<file path="src/rtl/flash_read_arbiter.sv">
// Round-robin arbiter sharing one single-outstanding AXI read port between fetch (port 0) and data (port 1).
// Optional one-entry hit cache enabled by defining FLASH_ARB_HIT_CACHE_EN.
module flash_read_arbiter #(
  parameter int ID_W = 4
) (
  input  logic            clk,
  input  logic            rst,
  input  logic            s0_arvalid,
  output logic            s0_arready,
  input  logic [31:0]     s0_araddr,
  input  logic [ID_W-1:0] s0_arid,
  output logic            s0_rvalid,
  input  logic            s0_rready,
  output logic [31:0]     s0_rdata,
  output logic [ID_W-1:0] s0_rid,
  output logic [1:0]      s0_rresp,
  output logic            s0_rlast,
  input  logic            s1_arvalid,
  output logic            s1_arready,
  input  logic [31:0]     s1_araddr,
  input  logic [ID_W-1:0] s1_arid,
  output logic            s1_rvalid,
  input  logic            s1_rready,
  output logic [31:0]     s1_rdata,
  output logic [ID_W-1:0] s1_rid,
  output logic [1:0]      s1_rresp,
  output logic            s1_rlast,
  output logic            m_arvalid,
  input  logic            m_arready,
  output logic [31:0]     m_araddr,
  output logic [ID_W-1:0] m_arid,
  input  logic            m_rvalid,
  output logic            m_rready,
  input  logic [31:0]     m_rdata,
  input  logic [1:0]      m_rresp,
  input  logic            cache_flush
);

  // state  | meaning
  // IDLE   | arbitrate, accept one upstream address
  // ADDR   | present aligned address downstream
  // WAIT_R | accept downstream read data
  // RESP   | return data to the granted requester
  localparam logic [1:0] IDLE   = 2'd0;
  localparam logic [1:0] ADDR   = 2'd1;
  localparam logic [1:0] WAIT_R = 2'd2;
  localparam logic [1:0] RESP   = 2'd3;

  logic [1:0]      state;
  logic            last;
  logic            grant;
  logic [29:0]     addr_q;
  logic [ID_W-1:0] id_q;
  logic [31:0]     rdata_q;
  logic [1:0]      rresp_q;

  logic            win;
  logic            hs;
  logic [29:0]     win_addr;
  logic [ID_W-1:0] win_id;
  logic            hit;
  logic [31:0]     hit_data;
  logic            unused_bits;

  always_comb begin
    if (s0_arvalid && s1_arvalid) win = ~last;
    else                          win = ~s0_arvalid;
    win_addr = win ? s1_araddr[31:2] : s0_araddr[31:2];
    win_id   = win ? s1_arid : s0_arid;
    // rst gate keeps arready low during reset even though the FSM sits in IDLE
    hs       = (state == IDLE) && (s0_arvalid || s1_arvalid) && !rst;
  end

  assign s0_arready = hs && !win;
  assign s1_arready = hs && win;

`ifdef FLASH_ARB_HIT_CACHE_EN
  logic        cvalid;
  logic [29:0] ctag;
  logic [31:0] cdata;

  assign hit      = cvalid && (ctag == win_addr);
  assign hit_data = cdata;

  always_ff @(posedge clk or posedge rst) begin
    if (rst) begin
      cvalid <= 1'b0;
      ctag   <= '0;
      cdata  <= '0;
    end else begin
      if (state == WAIT_R && m_rvalid) begin
        if (m_rresp == 2'b00) begin
          cvalid <= 1'b1;
          ctag   <= addr_q;
          cdata  <= m_rdata;
        end else begin
          cvalid <= 1'b0;
        end
      end
      if (cache_flush) cvalid <= 1'b0;
    end
  end
`else
  assign hit      = 1'b0;
  assign hit_data = '0;
`endif

  assign unused_bits = ^{cache_flush, s0_araddr[1:0], s1_araddr[1:0]};

  always_ff @(posedge clk or posedge rst) begin
    if (rst) begin
      state   <= IDLE;
      last    <= 1'b1;
      grant   <= 1'b0;
      addr_q  <= '0;
      id_q    <= '0;
      rdata_q <= '0;
      rresp_q <= '0;
    end else begin
      case (state)
        IDLE: if (hs) begin
          grant  <= win;
          last   <= win;
          addr_q <= win_addr;
          id_q   <= win_id;
          if (hit) begin
            rdata_q <= hit_data;
            rresp_q <= 2'b00;
            state   <= RESP;
          end else begin
            state   <= ADDR;
          end
        end
        ADDR: if (m_arready) state <= WAIT_R;
        WAIT_R: if (m_rvalid) begin
          rdata_q <= m_rdata;
          rresp_q <= m_rresp;
          state   <= RESP;
        end
        RESP: if (grant ? s1_rready : s0_rready) state <= IDLE;
        default: state <= IDLE;
      endcase
    end
  end

  assign m_arvalid = (state == ADDR);
  assign m_araddr  = {addr_q, 2'b00};
  assign m_arid    = '0;
  assign m_rready  = (state == WAIT_R);

  assign s0_rvalid = (state == RESP) && !grant;
  assign s1_rvalid = (state == RESP) && grant;
  assign s0_rdata  = rdata_q;
  assign s1_rdata  = rdata_q;
  assign s0_rid    = id_q;
  assign s1_rid    = id_q;
  assign s0_rresp  = rresp_q;
  assign s1_rresp  = rresp_q;
  assign s0_rlast  = 1'b1;
  assign s1_rlast  = 1'b1;

endmodule

</file>
<file path="config.mk">
export PLATFORM = sky130hd
export DESIGN_NAME = flash_read_arbiter
export DESIGN_NICKNAME = d
export VERILOG_FILES = /design/src/rtl/flash_read_arbiter.sv
export SDC_FILE = /design/constraint.sdc
export NUM_CORES = 1
export LEC_CHECK = 0
export CORE_MARGIN = 2
export CORE_UTILIZATION = 39
export CTS_BUF_LIST = sky130_fd_sc_hd__clkbuf_8
export CTS_CLUSTER_SIZE = 30
export DETAILED_ROUTE_END_ITERATION = 10
export GPL_ROUTABILITY_DRIVEN = 0
export GPL_TIMING_DRIVEN = 1
export PLACE_DENSITY = 0.88
export SYNTH_ARGS = -nofsm -noshare
export SYNTH_HDL_FRONTEND = slang
export SYNTH_SLANG_ARGS = --single-unit
</file>
<file path="constraint.sdc">
create_clock -name clk -period 4.8 [get_ports clk]
set_input_delay 1.2 -clock clk [delete_from_list [all_inputs] [get_ports clk]]
set_output_delay 1.2 -clock clk [all_outputs]
set_load 0.01 [all_outputs]
</file>
==> results.py, run 1 <==
metrics = {
    "clock_network": {
        "cts_tree": "built",
        "cts.sinks": 72,
        "post_cts_buffers": 0,
        "clkTransAtPathRegs_ns": 0.07,
        "cts_buffers": 9,
        "cts.path.max_buffers": 2,
        "htree_num_levels": 3,
        "cts-resized-gates": 0,
        "holdBufCountCts": 0,
        "root_buffer": "clkbuf_8",
        "clock_latency_ns": 0.33,
    },
    "power": {
        "p_leak_nw": 2.55,
        "peakVddDrop_mv": 0.260,
        "p_per_area_nw_per_um2": 622,
    },
    "setup_path": {
        "slowest_delay_ns": 0.55,
        "crit_path_top_delay_cell": "clkdlybuf4s50_1",
        "worst_ep_required_time_ns": 3.60,
        "cp_num_buf_inv": 2,
        "cp-start-kind": "input pin",
        "path_depth": 5,
        "crit_type": "in -> out",
        "path_delay_family": "buffers and inverters",
        "critPathCaptureType": "output pin",
        "r2r_setup_slack_ns": 2.54,
        "crit_start": "rst",
        "reg2reg_depth": 5,
        "cp_max_fo": 3,
        "path_cells": "clkdlybuf4s50_1, nor2b_2, nand2_1, a21oi_4, clkdlybuf4s50_1",
        "arrival_ns": 2.63,
        "cpMostUsedCell": "clkdlybuf4s50_1",
        "crit_path_end": "s1_arready",
        "rr_startpoint": "state[0]",
        "timing.rr.end": "s0_rdata[15]",
    },
    "route": {
        "drt_first_iter_violations": 66,
        "drt-vias-per-instance": 4.87,
        "ant_nets": 0,
        "drc_errors": 0,
        "wl_um": 9190,
        "dr.pass1.iters": 4,
        "vias": 2731,
        "wl_per_cell_um": 16.4,
    },
    "finish": {
        "drive_gt1_share_pct": 12.8,
        "fin_cells": 561,
        "n_fill_cell": 672,
        "final_util_pct": 64.6,
        "n_antenna_cell": 0,
        "final_nets": 567,
        "area_growth_pct": 63.4,
        "multi_input_area_sq_um": 1160,
        "regArea_sq_um": 1800,
    },
    "timing": {
        "fin_crit_ns": 3.83,
        "setup-tns-final_ns": 0,
        "finalSetupViolations": 0,
        "tightest_slew_ns": 1.02,
        "skew_ns": 0.0116,
        "fin_crit_sh_pct": 79.8,
        "relSlewSlack_pct": 31.9,
        "hold_viol": 0,
        "layout_setup_ws_ns": 0.968,
        "timing.fmax_ghz": 0.261,
        "drv_slew": 0,
        "rsz0062_at_grt": "no",
    },
    "yosys": {
        "ys_async_sr_fraction_pct": 100,
        "synth_cells": 264,
        "synth_xor_xnor_area_share_pct": 0,
        "synthAdderAreaFrac_pct": 1.47,
        "synth-compound-area-share_pct": 18.2,
        "dominantRegCellSynth": "dfrtp_1",
        "synth_seq_cells": 72,
        "ys_warn_count": 0,
        "synth_enable_flop_cells": 0,
        "yosysUniqueCellTypes": 25,
        "synth-simple-area-share_pct": 1.95,
        "synth.avg_cell_area_sq_um": 12.9,
        "ys_seq_area_share_pct": 53.1,
        "synth_top_family_by_area": "compound AO/OA/AOI/OAI gates",
        "synthMuxAreaShare_pct": 11.6,
        "syn_area_sq_um": 3400,
    },
    "placed_design": {
        "port_buffers": 221,
        "place_hpwl_um": 6820,
        "pre_cts_ws_ns": 0.969,
        "dp.cells": 545,
    },
    "grt": {
        "grt_max_degree": 49,
        "grt_pass1_vias": 3012,
        "antenna_found_initial": 0,
        "grt_pass1_wl_um": 14900,
        "grt_overflow": 0,
        "track_usage_pct": 19.7,
    },
    "die": {
        "rows": 34,
        "fp.dieH_um": 97.3,
        "io_pins": 235,
        "core_area_sq_um": 8590,
        "initial_core_util_pct": 39.5,
        "die_area_sq_um": 9470,
        "die_width_um": 97.3,
    },
    "run": {
        "maxCapViolCount": 0,
    },
    "outcome": {
        "status": "completed",
    },
    "min_path": {
        "hold_class": "reg -> reg",
    },
}
## cell usage after synthesis (all sizes together) (2+ instances only)
library cell | number | area [sq um]
a21o | 36 | 270
inv | 6 | 22.5
o21ai | 2 | 13.8
nor2b | 2 | 15.0
a22o | 34 | 298
ha | 4 | 50.1
buf | 59 | 435
nand2 | 2 | 7.51
nor2 | 2 | 7.51
dfrtp | 71 | 1780
nand2b | 2 | 12.5
conb | 2 | 7.51
mux2 | 35 | 394
## registers in the layout, summed over array words and instances, names as in the netlist
signal	flops
addr_q	30
grant	1
last	1
s0_rdata	32
s0_rid	4
s0_rresp	2
state	2
## worst min path at each step
stage                from     to  slack, ns  cells past startpoint
global route         last   last       0.55                      1
floorplan           grant  grant       0.46                      1
detailed placement  grant  grant       0.49                      1
CTS                 grant  grant       0.51                      1
finish              grant  grant       0.50                      1
global placement    grant  grant       0.49                      1
## power by group
part / switching (W) / internal, W
clock: 0.000217 / 0.000232
combinational: 0.000680 / 0.00121
sequential: 0.000205 / 0.000908
## logic make-up (layout without fill, tap and decap cells)
logic type	Yosys count	count (layout)
simple gates	11	11
compound gates	75	75
flops	72	72
buf+inv	65	248
other cells	2	8
fa+ha+maj	4	4
mux	35	35
## through the flow
step	instance area (sq um)	hold slack [ns]	total power [W]
6_report	5550	0.500	0.00345
5_1_grt	5550	0.546	0.00366
3_5_place_dp	5370	0.491	0.00303
3_3_place_gp	5370	0.485	0.00297
2_1_floorplan	3420	0.465	0.00212
4_1_cts	5550	0.508	0.00350
## layout make-up
type | count | area share [%]
Timing Repair Buffer | 226 | 40.5
Sequential cell | 72 | 32.5
Multi-Input combinational cell | 133 | 20.9
Tap cell | 108 | 2.44
Clock buffer | 9 | 2.23
Clock inverter | 7 | 1.04
Inverter | 6 | 0.406
## cells in the final DEF, fill, tap and decap left out, types with 2 or more instances in the layout
cell type | synthesis | final
mux2_2 | 34 | 34
nand2_1 | 2 | 2
a22o_1 | 34 | 34
a21o_1 | 36 | 36
dfrtp_1 | 71 | 71
nor2_1 | 2 | 2
ha_1 | 4 | 4
nand2b_1 | 2 | 2
inv_1 | 6 | 9
buf_4 | 46 | 5
clkbuf_8 | 0 | 9
conb_1 | 2 | 8
clkdlybuf4s50_1 | 0 | 221
## routing by layer
layer	vias up	part of all wire (%)	track usage [%]
met5	-	0	0
met4	0	1.7	7.59
met3	15	9.0	6.47
met2	148	50	34.8
met1	1319	39	22.1
li1	1249	-	-
Note: power is estimated with default switching activity, not from simulation.
==> run 2, diff against run 1 <==
CORE_UTILIZATION = 33   (was 39)
PLACE_DENSITY = 0.79   (was 0.88)
clock period = 3.26 ns   (was 4.8 ns; I/O delays follow)
==> results.py, run 2 (synthesized netlist as in run 1, its figures left out) <==
metrics = {
    "placed_design": {
        "port_buffers": 221,
        "dp.cells": 573,
        "dpl-instance-area_sq_um": 5420,
        "place_hpwl_um": 7200,
    },
    "clock_network": {
        "clkTransAtPathRegs_ns": 0.07,
        "cts.path.max_buffers": 2,
        "cts-resized-gates": 0,
        "cts_tree": "built",
        "holdBufCountCts": 0,
        "root_buffer": "clkbuf_8",
        "htree_num_levels": 3,
        "post_cts_buffers": 0,
        "cts.sinks": 72,
        "clock_latency_ns": 0.34,
        "cts_buffers": 9,
    },
    "timing": {
        "fin_crit_sh_pct": 95.2,
        "fin_crit_ns": 3.10,
        "finalSetupViolations": 0,
        "skew_ns": 0.0102,
        "timing.fmax_ghz": 0.322,
        "drv_slew": 0,
        "tightest_slew_ns": 0.807,
        "hold_viol": 0,
        "setup-tns-final_ns": 0,
        "relSlewSlack_pct": 46.2,
        "hold_ws_ns": 0.513,
        "rsz0062_at_grt": "no",
    },
    "die": {
        "die_width_um": 105,
        "fp.dieH_um": 105,
        "io_pins": 235,
        "initial_core_util_pct": 33.5,
        "rows": 37,
        "die_area_sq_um": 11100,
        "core_area_sq_um": 10100,
    },
    "power": {
        "p_sw_w": 0.00165,
        "internal_power_w": 0.00364,
        "peakVddDrop_mv": 0.415,
        "comb_power_share_pct": 52.6,
        "p_leak_nw": 2.58,
        "p_per_area_nw_per_um2": 935,
        "power_frac_clock_pct": 16.3,
        "power_w": 0.00529,
        "switching_share_pct": 31.2,
        "power_frac_seq_pct": 31.0,
    },
    "finish": {
        "fin_cells": 589,
        "layout_common_cells": "clkdlybuf4s50_1, dfrtp_1, a21o_1",
        "final_nets": 567,
        "n_fill_cell": 871,
        "drive_gt1_share_pct": 13.5,
        "n_antenna_cell": 0,
        "largest_reg_flops": 32,
        "fin_area_sq_um": 5660,
        "layout_commonest_cell": "clkdlybuf4s50_1",
        "area_growth_pct": 66.7,
    },
    "grt": {
        "grt_pass1_vias": 2987,
        "grt_max_degree": 38,
        "track_usage_pct": 17.0,
        "grt_pass1_wl_um": 15100,
        "grt_overflow": 0,
        "antenna_found_initial": 0,
    },
    "setup_path": {
        "path_cells": "clkdlybuf4s50_1, nor2b_2, nand2_1, a21oi_4, clkdlybuf4s50_1",
        "slowest_delay_ns": 0.57,
        "path_delay_family": "buffers and inverters",
        "critPathCaptureType": "output pin",
        "cpMostUsedCell": "clkdlybuf4s50_1",
        "cp-start-kind": "input pin",
        "path_depth": 5,
        "reg2reg_depth": 7,
        "cp_num_buf_inv": 2,
        "worst_ep_required_time_ns": 2.44,
        "arrival_ns": 2.29,
        "crit_type": "in -> out",
        "cp_max_fo": 3,
        "crit_path_top_delay_cell": "clkdlybuf4s50_1",
    },
    "route": {
        "dr.pass1.iters": 4,
        "vias": 2771,
        "drt_first_iter_violations": 83,
        "wl_um": 9350,
        "ant_nets": 0,
        "drc_errors": 0,
        "wl_per_cell_um": 15.9,
        "drt-vias-per-instance": 4.70,
    },
    "min_path": {
        "whs_path_depth": 1,
        "hold_class": "reg -> reg",
    },
    "outcome": {
        "status": "completed",
    },
    "run": {
        "maxCapViolCount": 0,
    },
}
## run 2: cell types whose count changed in the layout (fill, tap and decap cells not counted), sizes merged
| cell | before | now |
|---|---|---|
| clkbuf | 9 | 10 |
| bufinv | 1 | 3 |
| clkinv | 1 | 2 |
| clkinvlp | 1 | 0 |
| inv | 10 | 7 |
## run 2: worst reg2reg max path: cells and delay by family (launching register included)
family | cells | cell delay, ns
simple gates | 2 | 0.42
flops | 1 | 0.42
compound gates | 2 | 0.31
buf+inv | 2 | 0.45
fa+ha+maj | 1 | 0.19
## run 2: metal layers
layer | part of all wire, % | global-route usage (%) | vias to the layer above | wire length, um
met5 | 0 | 0 | - | 0
met4 | 2.1 | 6.10 | 0 | 194
met3 | 9.7 | 6.43 | 16 | 903
met2 | 52 | 30.5 | 164 | 4860
met1 | 36 | 18.2 | 1341 | 3390
li1 | - | - | 1250 | -
## run 2: power groups by stage
stage	logic, W	clock network [W]	registers [W]
after floorplan	0.00132	0	0.00180
after global placement	0.00275	0	0.00163
after detailed placement	0.00281	0	0.00167
after CTS	0.00282	0.000899	0.00165
after global routing	0.00297	0.000930	0.00171
final	0.00278	0.000865	0.00164
## run 2: stage by stage
| step | util (%) | worst slack [ns] |
|---|---|---|
| 6_report | 55.8 | 0.156 |
| 5_1_grt | 55.8 | 0.0702 |
| 4_1_cts | 55.8 | 0.150 |
| 3_5_place_dp | 53.4 | 0.166 |
| 3_3_place_gp | 53.4 | 0.169 |
| 2_1_floorplan | - | 0.622 |
## run 2: final cells by class
cell class	instances	area, sq um	area share, %
clock buffer	10	138	2.43
clock inverter	6	108	1.90
inverter	6	22.5	0.398
multi-input combinational	133	1160	20.4
sequential	72	1800	31.9
tap	136	170	3.01
timing repair buffer	226	2260	40.0
## run 2: path summary, 6_finish.rpt
check	start	end	slack, ns
hold / removal	grant	grant	0.51
hold reg to reg	grant	grant	0.51
setup / recovery	rst	s1_arready	0.16
min in group asynchronous	rst	s0_rid[1]	1.03
setup reg to reg	state[0]	addr_q[25]	1.41
max in group asynchronous	rst	s0_rdata[31]	1.57
